--- config.mk ---
export PLATFORM = sky130hd
export DESIGN_NAME = bt_cmd_ctrl
export DESIGN_NICKNAME = d
export VERILOG_FILES = /design/src/rtl/bt_cmd_ctrl.sv
export SDC_FILE = /design/constraint.sdc
export NUM_CORES = 1
export LEC_CHECK = 0
export BUFFER_PORTS_ARGS = -buffer_cell sky130_fd_sc_hd__buf_2
export CELL_PAD_IN_SITES_DETAIL_PLACEMENT = 1
export CELL_PAD_IN_SITES_GLOBAL_PLACEMENT = 1
export CORE_MARGIN = 5
export CORE_UTILIZATION = 35
export CTS_CLUSTER_SIZE = 30
export DETAILED_ROUTE_END_ITERATION = 10
export PLACE_DENSITY_LB_ADDON = 0.05
export SLEW_MARGIN = 20
export SYNTH_ARGS = -nofsm -noshare
export SYNTH_HDL_FRONTEND = slang
export SYNTH_SLANG_ARGS = --single-unit
--- constraint.sdc ---
create_clock -name clk -period 1.8 [get_ports clk]
set_clock_uncertainty 0.15 [all_clocks]
set_input_delay 0 -clock clk [delete_from_list [all_inputs] [get_ports clk]]
set_output_delay 0 -clock clk [all_outputs]
set_load 0.005 [all_outputs]
--- src/rtl/bt_cmd_ctrl.sv ---
// Bluetooth command controller for the MP3 player.
// Receives 8N1 UART bytes from the BT module, decodes single-byte commands
// ('N' next, 'P' prev, 'S' pause toggle, '+'/'-' volume) and the two-byte
// 'G' <index> song jump, and keeps volume, song index and pause state.
// A rising edge on i_FINISH auto-advances to the next song.
//
// Ports:
//   clk           system clock, rising edge
//   rst           synchronous active-high reset
//   rx            UART line from BT module (idle high, asynchronous)
//   i_FINISH      end-of-track from playback, edge-detected
//   o_vol         {att, att} left/right attenuation, 0x00 loudest
//   o_song_select current song index
//   o_next        one-cycle pulse on forward change or jump
//   o_pre         one-cycle pulse on backward change
//   o_pause       1 = paused
//   o_frame_err   one-cycle pulse when a byte is dropped for a low stop bit
module bt_cmd_ctrl #(
  parameter int unsigned CLK_FREQ = 100_000_000,
  parameter int unsigned BAUD     = 9600,
  parameter int unsigned SONG_NUM = 2,
  parameter int unsigned SEL_W    = 5,
  parameter logic [7:0]  VOL_INIT = 8'h40,
  parameter logic [7:0]  VOL_STEP = 8'h10,
  parameter logic [7:0]  VOL_MAX  = 8'hFE
) (
  input  logic             clk,
  input  logic             rst,
  input  logic             rx,
  input  logic             i_FINISH,
  output logic [15:0]      o_vol,
  output logic [SEL_W-1:0] o_song_select,
  output logic             o_next,
  output logic             o_pre,
  output logic             o_pause,
  output logic             o_frame_err
);

  localparam int unsigned ClksPerBit = CLK_FREQ / BAUD;
  localparam int unsigned CntW       = $clog2(ClksPerBit);
  localparam logic [CntW-1:0]  CntFull  = CntW'(ClksPerBit - 1);
  localparam logic [CntW-1:0]  CntHalf  = CntW'(ClksPerBit / 2 - 1);
  localparam logic [SEL_W-1:0] LastSong = SEL_W'(SONG_NUM - 1);

  localparam logic [7:0] ChNext  = 8'h4E;
  localparam logic [7:0] ChPrev  = 8'h50;
  localparam logic [7:0] ChPause = 8'h53;
  localparam logic [7:0] ChVolUp = 8'h2B;
  localparam logic [7:0] ChVolDn = 8'h2D;
  localparam logic [7:0] ChGoto  = 8'h47;

  typedef enum logic [1:0] {StIdle, StStart, StData, StStop} uart_st_e;
  typedef enum logic {PsCmd, PsArg} parse_st_e;

  logic            rx_meta_q, rx_sync_q;
  uart_st_e        uart_st_q, uart_st_d;
  logic [CntW-1:0] cnt_q, cnt_d;
  logic [2:0]      bit_q, bit_d;
  logic [7:0]      shift_q, shift_d;
  logic            byte_vld_q, byte_vld_d;
  logic            frame_err_q, frame_err_d;
  logic            fin_prev_q, fin_edge_q;

  parse_st_e       parse_q, parse_d;
  logic [7:0]      vol_q, vol_d;
  logic [SEL_W-1:0] song_q, song_d;
  logic            next_q, next_d;
  logic            pre_q, pre_d;
  logic            pause_q, pause_d;
  logic            song_cmd;
  logic [8:0]      vol_sum;

  // UART receiver: all timing is taken from mid-bit of the start bit.
  always_comb begin
    uart_st_d   = uart_st_q;
    cnt_d       = cnt_q;
    bit_d       = bit_q;
    shift_d     = shift_q;
    byte_vld_d  = 1'b0;
    frame_err_d = 1'b0;
    unique case (uart_st_q)
      StIdle: begin
        if (!rx_sync_q) begin
          uart_st_d = StStart;
          cnt_d     = '0;
        end
      end
      StStart: begin
        if (cnt_q == CntHalf) begin
          cnt_d     = '0;
          bit_d     = '0;
          // Line back high at mid start bit: treat as a glitch.
          uart_st_d = rx_sync_q ? StIdle : StData;
        end else begin
          cnt_d = cnt_q + CntW'(1);
        end
      end
      StData: begin
        if (cnt_q == CntFull) begin
          cnt_d   = '0;
          shift_d = {rx_sync_q, shift_q[7:1]};
          bit_d   = bit_q + 3'd1;
          if (bit_q == 3'd7) uart_st_d = StStop;
        end else begin
          cnt_d = cnt_q + CntW'(1);
        end
      end
      StStop: begin
        if (cnt_q == CntFull) begin
          cnt_d       = '0;
          byte_vld_d  = rx_sync_q;
          frame_err_d = ~rx_sync_q;
          uart_st_d   = StIdle;
        end else begin
          cnt_d = cnt_q + CntW'(1);
        end
      end
      default: uart_st_d = StIdle;
    endcase
  end

  // Command parser and player state.
  always_comb begin
    parse_d  = parse_q;
    vol_d    = vol_q;
    song_d   = song_q;
    pause_d  = pause_q;
    next_d   = 1'b0;
    pre_d    = 1'b0;
    song_cmd = 1'b0;
    vol_sum  = {1'b0, vol_q} + {1'b0, VOL_STEP};
    if (byte_vld_q) begin
      if (parse_q == PsCmd) begin
        unique case (shift_q)
          ChNext: begin
            song_d   = (song_q == LastSong) ? '0 : song_q + SEL_W'(1);
            next_d   = 1'b1;
            pause_d  = 1'b0;
            song_cmd = 1'b1;
          end
          ChPrev: begin
            song_d   = (song_q == '0) ? LastSong : song_q - SEL_W'(1);
            pre_d    = 1'b1;
            pause_d  = 1'b0;
            song_cmd = 1'b1;
          end
          ChPause: pause_d = ~pause_q;
          ChVolUp: vol_d = (vol_q >= VOL_STEP) ? vol_q - VOL_STEP : 8'h00;
          ChVolDn: vol_d = (vol_sum > {1'b0, VOL_MAX}) ? VOL_MAX : vol_sum[7:0];
          ChGoto:  parse_d = PsArg;
          default: ;
        endcase
      end else begin
        parse_d = PsCmd;
        if (32'(shift_q) < SONG_NUM) begin
          song_d   = SEL_W'(shift_q);
          next_d   = 1'b1;
          pause_d  = 1'b0;
          song_cmd = 1'b1;
        end
      end
    end
    if (frame_err_q) parse_d = PsCmd;
    // A song-changing command in the same cycle swallows the finish edge;
    // otherwise the advance applies and its pause clear beats an 'S' toggle.
    if (fin_edge_q && !song_cmd) begin
      song_d  = (song_q == LastSong) ? '0 : song_q + SEL_W'(1);
      next_d  = 1'b1;
      pause_d = 1'b0;
    end
  end

  always_ff @(posedge clk) begin
    if (rst) begin
      rx_meta_q   <= 1'b1;
      rx_sync_q   <= 1'b1;
      uart_st_q   <= StIdle;
      cnt_q       <= '0;
      bit_q       <= '0;
      shift_q     <= '0;
      byte_vld_q  <= 1'b0;
      frame_err_q <= 1'b0;
      fin_prev_q  <= 1'b0;
      fin_edge_q  <= 1'b0;
      parse_q     <= PsCmd;
      vol_q       <= VOL_INIT;
      song_q      <= '0;
      next_q      <= 1'b0;
      pre_q       <= 1'b0;
      pause_q     <= 1'b0;
    end else begin
      rx_meta_q   <= rx;
      rx_sync_q   <= rx_meta_q;
      uart_st_q   <= uart_st_d;
      cnt_q       <= cnt_d;
      bit_q       <= bit_d;
      shift_q     <= shift_d;
      byte_vld_q  <= byte_vld_d;
      frame_err_q <= frame_err_d;
      fin_prev_q  <= i_FINISH;
      fin_edge_q  <= i_FINISH & ~fin_prev_q;
      parse_q     <= parse_d;
      vol_q       <= vol_d;
      song_q      <= song_d;
      next_q      <= next_d;
      pre_q       <= pre_d;
      pause_q     <= pause_d;
    end
  end

  assign o_vol         = {vol_q, vol_q};
  assign o_song_select = song_q;
  assign o_next        = next_q;
  assign o_pre         = pre_q;
  assign o_pause       = pause_q;
  assign o_frame_err   = frame_err_q;

endmodule

; ---- After elaboration in Yosys (flattened, before gate mapping)
; Index checks and enable logic that the tools add are counted.
[word_totals]
out_inout_bits = 25
n_memories = 0
reg_bits = 50
wordCells = 112
latch_bits = 0
romBits = 0
inputBits = 4
ram_bits = 0
[op_classes]
mul = 0
n_shift = 0
addsub = 6
div_mod_pow = 0
n_bitwise = 8
n_lt_le_gt_ge = 3
reduce_logical = 21
n_eq_ne = 20
n_mux = 38
[ops]
columns = op, count
row1 = two-way mux 14 bit, 3
row2 = one-hot mux 14 bit (3 select lines), 1
row3 = == test 8 x 7 -> 1 bit (second input constant), 4
row4 = two-way mux 5 bit, 6
row5 = == test 8 x 6 -> 1 bit (second input constant), 2
row6 = two-way mux 8 bit, 2
row7 = one-hot mux 8 bit (2 select lines), 1
row8 = adder 14 x 1 -> 14 bit (second input constant), 1
row9 = == test 14 x 13 -> 1 bit (second input constant), 1
row10 = == test 14 bit (second input constant), 1
row11 = two-way mux 1 bit, 13
row12 = two-way mux 2 bit, 6
row13 = AND reduction 3 bit, 4
row14 = inequality test 2 bit (second input constant), 5
row15 = one-hot mux 5 bit (2 select lines), 1
row16 = adder 8 x 5 -> 9 bit (second input constant), 1
row17 = > comparator 9 x 8 -> 1 bit (second input constant), 1
row18 = greater-or-equal comparator 8 x 5 -> 1 bit (second input constant), 1
row19 = less-than comparator 8 x 2 -> 1 bit (second input constant), 1
row20 = one-hot mux 2 bit (4 select lines), 1
row21 = OR reduction 2 bit, 4
row22 = subtractor 8 x 5 -> 8 bit (second input constant), 1
row23 = inverter 1 bit, 7
row24 = two-way mux 3 bit, 2
row25 = 22 further kinds, 26

; ---- Logic depth before layout (Yosys ltp)
; Gate-level depths: netlist (run 1).
[depth]
word_depth = 9
ltp_mapped = 8
ltp_nobuf = 7

; ---- Least setup slack after synthesis (run 1)
; Ideal clock, no wire load.
[synth_path]
path_type = register -> register
from = register cnt_q[0]
to = register cnt_q[11]
setup_ps = 120
path_stages_with_launch = 9
path_slack_ps = -163
path_buffers = 2
t_arrival_ps = 1693
path_cell_list = dfxtp_1 ha_1 nand4b_1 nor4bb_1 buf_2 nor3_1 buf_2 and3_1 a211o_1
[synth_via]
elab_chain_cells = 3
elab_cells_between_ends = 6
[synth_lines]
columns = item, line
row1 = "start, declared", 57  ; logic [CntW-1:0] cnt_q, cnt_d;
row2 = "start signal, assigned", 195  ; cnt_q <= cnt_d;
row3 = "adder 14 x 1 -> 14 bit, or another cell as far along", "95, 105, 115"
row4 = two-way mux 14 bit (on tied branches), "99, 109, 89"
row5 = one-hot mux 14 bit (3 select lines) (*), 81  ; unique case (uart_st_q)
; Every way passes the cells marked *; elsewhere a longest branch is shown, timed or not.
; A chain may end at the register's enable or synchronous reset.

; ---- Final worst setup path (run 1)
; Same ends and word-level chain as after synthesis.

==> metrics, run 1 <==
CTS tree done; Mean Syn Cell Area approximately 8.1 sq um; worst hold start fin_prev_q; status finished, violations left; GR Util met1 a little under a quarter; yosys warns 0; min cycle time layout 1.97 ns; met3 GRT Util under 10%; largest family of logic cells by synthesized area simple AND/OR/NAND/NOR gates; initial antenna violation count 0; first-pass GRT wire length 15.9 mm; critical path's largest stage delay approximately 0.38 ns; die span in x 100 um; Synth Area in Compound Gates 18.7%; Critical Path End Type flip-flop; clock group share of total power between 30% and 40%; most numerous cell in the Yosys netlist dfxtp_1; fin area ~4500 sq um; clock root cell clkbuf_8; Crit Path Max Fanout 4; Worst R2R Start cnt_q[0]; grt ovf 0; routed wire length a little under 10 mm; max cap viols 0; Final Hold Vio Count 0; Top Ports 29; Worst R2R Path Depth 7; most frequent cells after synthesis 47 x dfxtp_1, 41 x nor2_1, 25 x nand2_1, 22 x a21oi_1, 17 x inv_1; internal power 1420 uW; Hold Path Class reg -> reg; vias in the first global route 3236; switch share between 20 and 30%; Layout area overhead 57.1%; area fraction of the dominant cell type after synthesis about 33%; Synth Area in XOR/XNOR roughly 2.1%; GRT met2 Usage 35.7%; Post-synth ARST share 0%; Worst setup SP type flip-flop; fmax around 510 MHz; Netlist cell types 63; Antenna diodes 0; Required @ worst endpoint 1.85 ns; Leak about 0.0018 uW; H-tree levels 2; Slew Viols, Final 0; setup slack after layout -0.166 ns; CP arrival 2.02 ns; failing checks setup timing; routability congestion estimate 0.801; CP max-delay cell nor4bb_2; gate count after technology mapping ~350; unrepaired setup endpoints after global routing yes; post-synthesis simple-gate area fraction between 20 and 30%; proportion of synthesized area in mux cells under 10%; cell count after placement roughly 550; Final Non-Filler Cells roughly 580; clock transition at the registers of the reported paths 0.10 ns; sequential cell area fraction in the yosys report ~33%; Place WS -0.230 ns; synthesized-area fraction occupied by adder cells under 10%; TNS Setup -2.82 ns; Yosys reg bits 47; VDD IR-drop max approximately 320 uV; Die Y ~100 um; Rows 33; port buffer count 26; FILL cells a little under 1000; Netlist Area Pre-Place between 2000 and 3000 sq um; Initial Util a little over a third; P_sw 476 uW; reg-to-reg slack, setup -0.17 ns; vias after detailed routing between 3000 and 4000; Core Box Area approximately 8000 sq um; Util after Layout ~56%; ys flop type dfxtp_1; hold depth 1; Die ar. slightly above 10000 sq um; GRT busiest layer met2; largest area contributor in the netlist dfxtp_1; Layout Nets roughly 480; final number of setup-violating endpoints 35; Pwr per Cell Area roughly 420 nW/um^2; ANT nets after route 0; placed inst area 3700 sq um; final worst-path cycle share 109%; vias per inst approximately 5.4; DRC 0; CP cell instances ha_4 > nand4b_1 > nor4bb_2 > buf_4 > nor3_4 > nor4b_4 > a211o_1; post-DP HPWL slightly below 7 mm; EDFF count, synth 0; Critical Setup Path Class reg -> reg; CTS Buf Count 5; drt first pass iters 4; CTS max path bufs 2; clock tree sinks 47; total track usage about a fifth; worst skew pair latency roughly 0.30 ns; Hold EP fin_edge_q; DRT iter0 DRCs 65; Flop pwr share 55.4%; ranking of synthesized cells by area dfxtp_1 33%, nor2_1 5.4%, ha_1 3.9%; Avg WL per Cell ~17 um; fraction of layout cells with a size suffix above 1 ~53%; Comb power frac under 10%; RR Endpoint cnt_q[11]; largest net degree at the start of global routing 17
## sequential cells by signal, indices dropped and copies added, names as in the netlist
| register | flops |
|---|---|
| uart_st_q | 2 |
| o_pause | 1 |
| byte_vld_q | 1 |
| shift_q | 8 |
| o_song_select | 5 |
| rx_meta_q | 1 |
| cnt_q | 14 |
| bit_q | 3 |
| fin_prev_q | 1 |
| parse_q | 1 |
| vol_q | 5 |
| o_pre | 1 |
| fin_edge_q | 1 |
| o_next | 1 |
| o_frame_err | 1 |
| rx_sync_q | 1 |
## through the flow
stage	hold slack [ns]	power [uW]
2_1_floorplan	-0.0709	1150
3_3_place_gp	0.0359	1200
3_5_place_dp	0.0416	1200
4_1_cts	0.254	1930
5_1_grt	0.277	1990
6_report	0.247	1900
## logic make-up after synthesis
kind of cell,after synthesis
buffers and inverters,48
muxes,10
other,1
and+or+nand+nor,153
DFF,47
adders and majority gates,9
xor gates and xnor gates,7
AOI/OAI and AO/OA,79
## layer usage
layer,up-vias,part of all wire (%)
met2,43,53
met4,0,2.6
li1,1520,-
met5,-,0
met1,1511,42
met3,19,2.2
## how the worst max path moves through the flow
stage	start	endpoint	slack [ns]	depth (start not counted)
floorplan	shift_q[0]	o_song_select[2]	-0.07	7
global placement	shift_q[7]	o_song_select[4]	-0.22	5
detailed placement	shift_q[7]	o_song_select[4]	-0.23	5
CTS	shift_q[7]	o_song_select[4]	-0.16	5
global route	shift_q[4]	vol_q[4]	-0.23	6
finish	cnt_q[0]	cnt_q[11]	-0.17	7
## worst max-delay path, delay by kind of cell (launching register included)
| kind | cells | cell delay [ns] |
|---|---|---|
| AND/OR/NAND/NOR | 4 | 0.72 |
| adder cells (fa/ha/maj) | 1 | 0.15 |
| AO/OA/AOI/OAI | 1 | 0.26 |
| flip-flops | 1 | 0.37 |
| buffers and inverters | 1 | 0.22 |
## power by group through the flow
stage          Sequential, uW  Clock [uW]  Combinational [uW]
5_1_grt                  1050         770                 160
2_1_floorplan            1080           0                72.6
4_1_cts                  1060         731                 142
6_report                 1050         700                 147
3_3_place_gp             1080           0                 118
3_5_place_dp             1080           0                 120
## cell type report
cell class / count / area [sq um] / area share, %
Timing Repair Buffer: 139 / 1070 / 23.9
Tap cell: 105 / 131 / 2.92
Inverter: 17 / 63.8 / 1.42
Sequential cell: 47 / 971 / 21.6
Multi-Input combinational cell: 261 / 2150 / 47.9
Clock inverter: 2 / 16.3 / 0.362
Clock buffer: 6 / 82.6 / 1.84
## what timing repair did
item | in CTS | in global routing
hold buffers | 3 | 0
buffers inserted | 17 | 7
resized for setup | 73 | 49
setup endpoints to repair | 36 | 41
hold endpoints to repair | 12 | 0
pin swaps | 33 | 25
gates cloned | 1 | 0
## layout by cell type (no fill, tap or decap), types with 11 or more instances in the layout
| cell | instances |
|---|---|
| nor3_1 | 11 |
| nor2_1 | 32 |
| a21oi_1 | 11 |
| buf_6 | 17 |
| dfxtp_1 | 29 |
| buf_4 | 91 |
| dfxtp_2 | 15 |
| nand2_1 | 21 |
| a21oi_2 | 11 |
| buf_2 | 26 |
| inv_1 | 15 |
Note: power is estimated with default switching activity, not from simulation.
==> run 2, diff against run 1 <==
- BUFFER_PORTS_ARGS: -buffer_cell sky130_fd_sc_hd__buf_2 -> -buffer_cell sky130_fd_sc_hd__clkbuf_2
- CORE_ASPECT_RATIO: not set -> 0.6
==> run 2 against run 1 <==
Effect of this change:
- the run still ends with setup timing left
- non-clock buffer count is 13 lower
- sequential share of layout area is 0.55 points higher
- critical endpoint is now vol_q[4]
- worst hold slack worse by 0.0067 ns
- setup slack worse by 0.081 ns
- design area is 2.0% lower
- global-route usage is 2.4 points higher
- combinational power hardly changed
- largest power group is now the clock network
- final cell count is 1.7% lower
- routed wire length is 16% higher
- clock power is 64% higher
- via count is 3.1% higher
==> metrics, run 2 (same netlist as run 1, synthesis figures left out) <==
status finished, violations left (unchanged); failing checks setup timing (unchanged); internal power 1800 uW (was 1420 uW); drt first pass iters 4 (unchanged); clock root cell clkbuf_16 (was clkbuf_8); Levels on crit path 6 (was 7); Die Y 80.0 um (was 100 um); setup slack after layout -0.247 ns (was -0.166 ns); fraction of layout cells with a size suffix above 1 49.5% (was 52.5%); routed wire length 11.4 mm (was 9.76 mm); DRC 0 (unchanged); die span in x 127 um (was 100 um); Critical Path End Type flip-flop (unchanged); Tot Pwr 2360 uW (was 1900 uW); largest net degree at the start of global routing 16 (was 17); total track usage 22.0% (was 19.6%); Hold Path Class reg -> reg (unchanged); max reg flops 14 (unchanged); Layout Nets 471 (was 484); Top Ports 29 (unchanged); DRT iter0 DRCs 248 (was 65); reg-to-reg slack, setup -0.25 ns (was -0.17 ns); critical path's largest stage delay 0.56 ns (was 0.38 ns); clock tree sinks 47 (unchanged); Antenna diodes 0 (unchanged); CP cell instances or4b_4 > or2_4 > nor3_4 > buf_6 > o2111ai_2 > o31ai_1 (was ha_4 > nand4b_1 > nor4bb_2 > buf_4 > nor3_4 > nor4b_4 > a211o_1); min cycle time layout 2.05 ns (was 1.97 ns); VDD IR-drop max 358 uV (was 324 uV); vias in the first global route 3146 (was 3236); Worst R2R Start shift_q[4] (was cnt_q[0]); final number of setup-violating endpoints 38 (was 35); grt ovf 0 (unchanged); buffers and inverters on the worst path 1 (unchanged); post-DP HPWL 7.67 mm (was 6.92 mm); clock transition at the registers of the reported paths 0.07 ns (was 0.10 ns); H-tree levels 2 (unchanged); routability congestion estimate 0.945 (was 0.801); Pwr per Cell Area 535 nW/um^2 (was 423 nW/um^2); Slew Viols, Final 0 (unchanged); CTS Buf Count 5 (unchanged); CTS tree done (unchanged); ANT nets after route 0 (unchanged); fmax 489 MHz (was 509 MHz); Worst R2R Path Depth 6 (was 7); Initial Util 36.1% (was 35.3%); Flop pwr share 44.6% (was 55.4%); most common cell after layout, fill and taps aside buf_4 (unchanged); most frequent cells in the layout 78 x buf_4, 35 x nor2_1, 27 x dfxtp_1 (was 91 x buf_4, 32 x nor2_1, 29 x dfxtp_1); area of the multi-input gates 2060 sq um (was 2150 sq um); first-pass GRT wire length 17.6 mm (was 15.9 mm); CP max-delay cell or4b_4 (was nor4bb_2); unrepaired setup endpoints after global routing yes (unchanged); FILL cells 932 (was 965); switch share 23.4% (was 25.1%); Final Hold Vio Count 0 (unchanged); Die ar. 10100 sq um (about the same); Core Box Area 7910 sq um (was 8090 sq um); Required @ worst endpoint 1.83 ns (was 1.85 ns); CP arrival 2.08 ns (was 2.02 ns); Top Registers cnt_q: 14 flops, shift_q: 8 flops (unchanged); Crit Path Max Fanout 7 (was 4); Place WS -0.261 ns (was -0.230 ns); RR Endpoint vol_q[4] (was cnt_q[11]); final worst-path cycle share 114% (was 109%); Rows 25 (was 33); Comb power frac 6.3% (was 7.7%); worst skew pair latency 0.30 ns (about the same); P_sw 551 uW (was 476 uW); Layout area overhead 54.0% (was 57.1%); port buffer count 26 (unchanged); Critical Setup Path Class reg -> reg (unchanged); FF/Latch Area 976 sq um (was 971 sq um); vias after detailed routing 3188 (was 3093); worst setup path start shift_q[4] (was cnt_q[0]); clock group share of total power 49.0% (was 36.8%); most flop-heavy register cnt_q (unchanged); Leak 0.00174 uW (was 0.00177 uW); max cap viols 0 (unchanged); Final Non-Filler Cells 567 (was 577); CP endpoint vol_q[4] (was cnt_q[11]); vias per inst 5.62 (was 5.36); initial antenna violation count 0 (unchanged); Worst setup SP type flip-flop (unchanged); cell count after placement 532 (was 546); CTS max path bufs 2 (unchanged); Avg WL per Cell 20.0 um (was 16.9 um); CP top delay family simple AND/OR/NAND/NOR gates (unchanged)
==> run 2: cell types whose count changed in the layout (fill, tap and decap cells not counted), moves of 3 or more <==
cell       previous run  this run
buf_2                26         0
clkbuf_8              6         1
nor2_1               32        35
buf_4                91        78
clkbuf_16             0         6
a21oi_2              11         8
clkbuf_2              0        26
a21oi_1              11        14
==> run 2: timing repair <==
action | 4_1_cts | 5_1_grt
setup endpoints to repair | 37 | 41
endpoints found under the hold margin | 10 | 0
cloned | 2 | 1
setup buffers | 15 | 8
hold buffers | 4 | 0
pin swaps | 30 | 17
gates resized for setup | 61 | 46
==> run 2: layout make-up <==
cell class / instances / area share [%]
flip-flops and latches: 47 / 22.2
clock buffers: 6 / 3.15
repair buffers: 126 / 22.5
inverters: 17 / 1.45
well taps: 108 / 3.07
multi-input cells: 261 / 46.8
clock inverters: 2 / 0.881
==> run 2: how the worst min path moves through the flow <==
stage | startpoint | to | cells past startpoint
after global routing | fin_prev_q | fin_edge_q | 1
after CTS | fin_prev_q | fin_edge_q | 1
after global placement | rx | rx_meta_q | 2
after floorplan | rst | fin_prev_q | 1
final | fin_prev_q | fin_edge_q | 1
after detailed placement | rx | rx_meta_q | 2
==> run 2: per-stage QoR <==
step | hold WS (ns) | util [%] | instance area (sq um) | setup TNS, ns
6_report | 0.240 | 55.6 | 4400 | -3.94
5_1_grt | 0.266 | 55.6 | 4400 | -7.37
3_3_place_gp | 0.0333 | 45.2 | 3580 | -2.78
3_5_place_dp | 0.0452 | 45.2 | 3580 | -3.47
2_1_floorplan | -0.0709 | - | 2950 | -0.429
4_1_cts | 0.248 | 52.7 | 4170 | -3.01
==> run 2: power by group through the flow <==
stage / sequential (uW) / clock (uW) / combinational [uW]
CTS: 1050 / 1160 / 142
finish: 1050 / 1150 / 149
global route: 1050 / 1210 / 163
detailed placement: 1080 / 0 / 125
floorplan: 1080 / 0 / 72.6
global placement: 1080 / 0 / 125
==> run 2: layer usage <==
metal	wire length, um	global-route usage [%]
met5	0	0
met3	663	4.21
met4	114	4.07
met2	4580	30.0
met1	6000	34.8
==> run 3, diff against run 2 <==
- CTS_BUF_LIST: not set -> sky130_fd_sc_hd__clkbuf_16
==> run 3 against run 2 <==
Effect of this change:
- the flow still finishes with violations (setup timing)
- sequential power hardly changed
- largest cell class unchanged
- sequential share of layout area shrank 0.21 points
- die area did not move
==> metrics, run 3 (same netlist as run 1, synthesis figures left out) <==
first-pass GRT wire length 17.7 mm (was 17.6 mm); CP arrival 2.09 ns (was 2.08 ns); Die Y 80.0 um (unchanged); Layout Nets 473 (was 471); Metal-1 WL 5.97 mm (was 6.00 mm); grt ovf 0 (unchanged); clock root cell clkbuf_16 (unchanged); most flop-heavy register cnt_q (unchanged); worst hold margin 0.240 ns (about the same); max reg flops 14 (unchanged); cell count after placement 532 (unchanged); Critical Setup Path Class reg -> reg (unchanged); vias per inst 5.68 (was 5.62); DR top layer met4 (unchanged); port buffer count 26 (unchanged); Required @ worst endpoint 1.84 ns (was 1.83 ns); worst skew pair latency 0.29 ns (was 0.30 ns); buffers and inverters on the worst path 1 (unchanged); Crit Path Max Fanout 7 (unchanged); Top Ports 29 (unchanged); min cycle time layout 2.04 ns (was 2.05 ns); Rows 25 (unchanged); clock tree sinks 47 (unchanged); post-DP HPWL 7.67 mm (unchanged); fraction of layout cells with a size suffix above 1 50.1% (was 49.5%); Final Non-Filler Cells 569 (was 567); Antenna diodes 0 (unchanged); Slew Viols, Final 0 (unchanged); CTS max path bufs 2 (unchanged); VDD IR-drop max 352 uV (was 358 uV); Top Registers cnt_q: 14 flops, shift_q: 8 flops (unchanged); Avg WL per Cell 20.3 um (was 20.0 um); DRT iter0 DRCs 201 (was 248); status finished, violations left (unchanged); placed inst area 3580 sq um (unchanged); CP top delay family simple AND/OR/NAND/NOR gates (unchanged); met3 wire len 738 um (was 663 um); vias after detailed routing 3234 (was 3188); failing checks setup timing (unchanged); most frequent cells in the layout 78 x buf_4, 36 x nor2_1, 28 x dfxtp_1 (was 78 x buf_4, 35 x nor2_1, 27 x dfxtp_1); FILL cells 926 (was 932); final worst-path cycle share 113% (was 114%); CTS tree done (unchanged); Critical Path End Type flip-flop (unchanged); drt first pass iters 5 (was 4); Initial Util 36.1% (unchanged); die span in x 127 um (unchanged); CP cell instances or4b_4 > or2_4 > nor3_4 > buf_6 > o2111ai_2 > o31ai_2 (was or4b_4 > or2_4 > nor3_4 > buf_6 > o2111ai_2 > o31ai_1); critical path's largest stage delay 0.56 ns (about the same); Core Box Area 7910 sq um (unchanged); largest net degree at the start of global routing 16 (unchanged); setup slack after layout -0.242 ns (was -0.247 ns); Leak 0.00175 uW (was 0.00174 uW); total track usage 22.1% (was 22.0%); initial antenna violation count 0 (unchanged); fin area 4450 sq um (was 4400 sq um); wire length on met2 4.76 mm (was 4.58 mm); Layout area overhead 55.7% (was 54.0%); Final Hold Vio Count 0 (unchanged); DRC 0 (unchanged); unrepaired setup endpoints after global routing yes (unchanged); TNS Setup -4.28 ns (was -3.94 ns); vias in the first global route 3133 (was 3146); CTS Buf Count 5 (unchanged); Place WS -0.261 ns (unchanged); ANT nets after route 0 (unchanged); max cap viols 0 (unchanged); Pwr per Cell Area 518 nW/um^2 (was 535 nW/um^2); CP max-delay cell or4b_4 (unchanged); Hold Path Class reg -> reg (unchanged); most common cell after layout, fill and taps aside buf_4 (unchanged); fmax 490 MHz (was 489 MHz); routed wire length 11.6 mm (was 11.4 mm); Die ar. 10100 sq um (unchanged); routability congestion estimate 0.945 (unchanged); final number of setup-violating endpoints 38 (unchanged); H-tree levels 2 (unchanged); Worst setup SP type flip-flop (unchanged); clock transition at the registers of the reported paths 0.07 ns (about the same)
==> run 3: cell types whose count changed in the layout (fill, tap and decap cells not counted), moves of 2 or more <==
cell	before	now
a21oi_4	0	2
dfxtp_2	16	14
a21oi_1	14	11
buf_8	0	2
==> run 3: worst register-to-register path, delay by kind of cell (launching register included) <==
kind,cells,cell delay (ns)
AND/OR/NAND/NOR,3,1.07
flip-flops,1,0.37
buffers and inverters,1,0.14
AO/OA/AOI/OAI,2,0.22
==> run 3: final timing paths <==
path         startpoint          to  slack (ns)  depth (start not counted)
max reg2reg  shift_q[4]    vol_q[4]       -0.24                          6
min          fin_prev_q  fin_edge_q        0.24                          1
max          shift_q[4]    vol_q[4]       -0.24                          6
min reg2reg  fin_prev_q  fin_edge_q        0.24                          1
==> run 3: layout make-up <==
class	count	area [sq um]	area share (%)
Inverter	17	63.8	1.43
Multi-Input combinational cell	261	2090	47.0
Clock inverter	3	42.5	0.956
Timing Repair Buffer	128	1010	22.8
Clock buffer	5	125	2.81
Tap cell	108	135	3.04
Sequential cell	47	977	22.0
==> run 3: metal layers <==
metal | GRT usage, % | vias up
li1 | - | 1501
met2 | 31.2 | 101
met1 | 35.0 | 1623
met3 | 3.68 | 9
met5 | 0 | -
met4 | 3.32 | 0
==> run 3: where the power goes <==
group | switching [uW] | leakage, uW | internal, uW
combinational | 89.8 | 0.00128 | 63.3
clock | 447 | 0.0000818 | 657
sequential | 9.48 | 0.000391 | 1040
==> run 3: repair_timing <==
item | in CTS | in global routing
endpoints found under the setup margin | 37 | 41
endpoints found under the hold margin | 10 | 0
pin swaps | 31 | 23
cloned | 2 | 0
buffers inserted | 15 | 12
hold buffers | 4 | 0
resized for setup | 61 | 59
==> run 3: through the flow <==
stage / util (%) / power, uW
2_1_floorplan: - / 1150
3_3_place_gp: 45.2 / 1210
5_1_grt: 56.3 / 2380
3_5_place_dp: 45.2 / 1210
6_report: 56.3 / 2310
4_1_cts: 52.6 / 2310
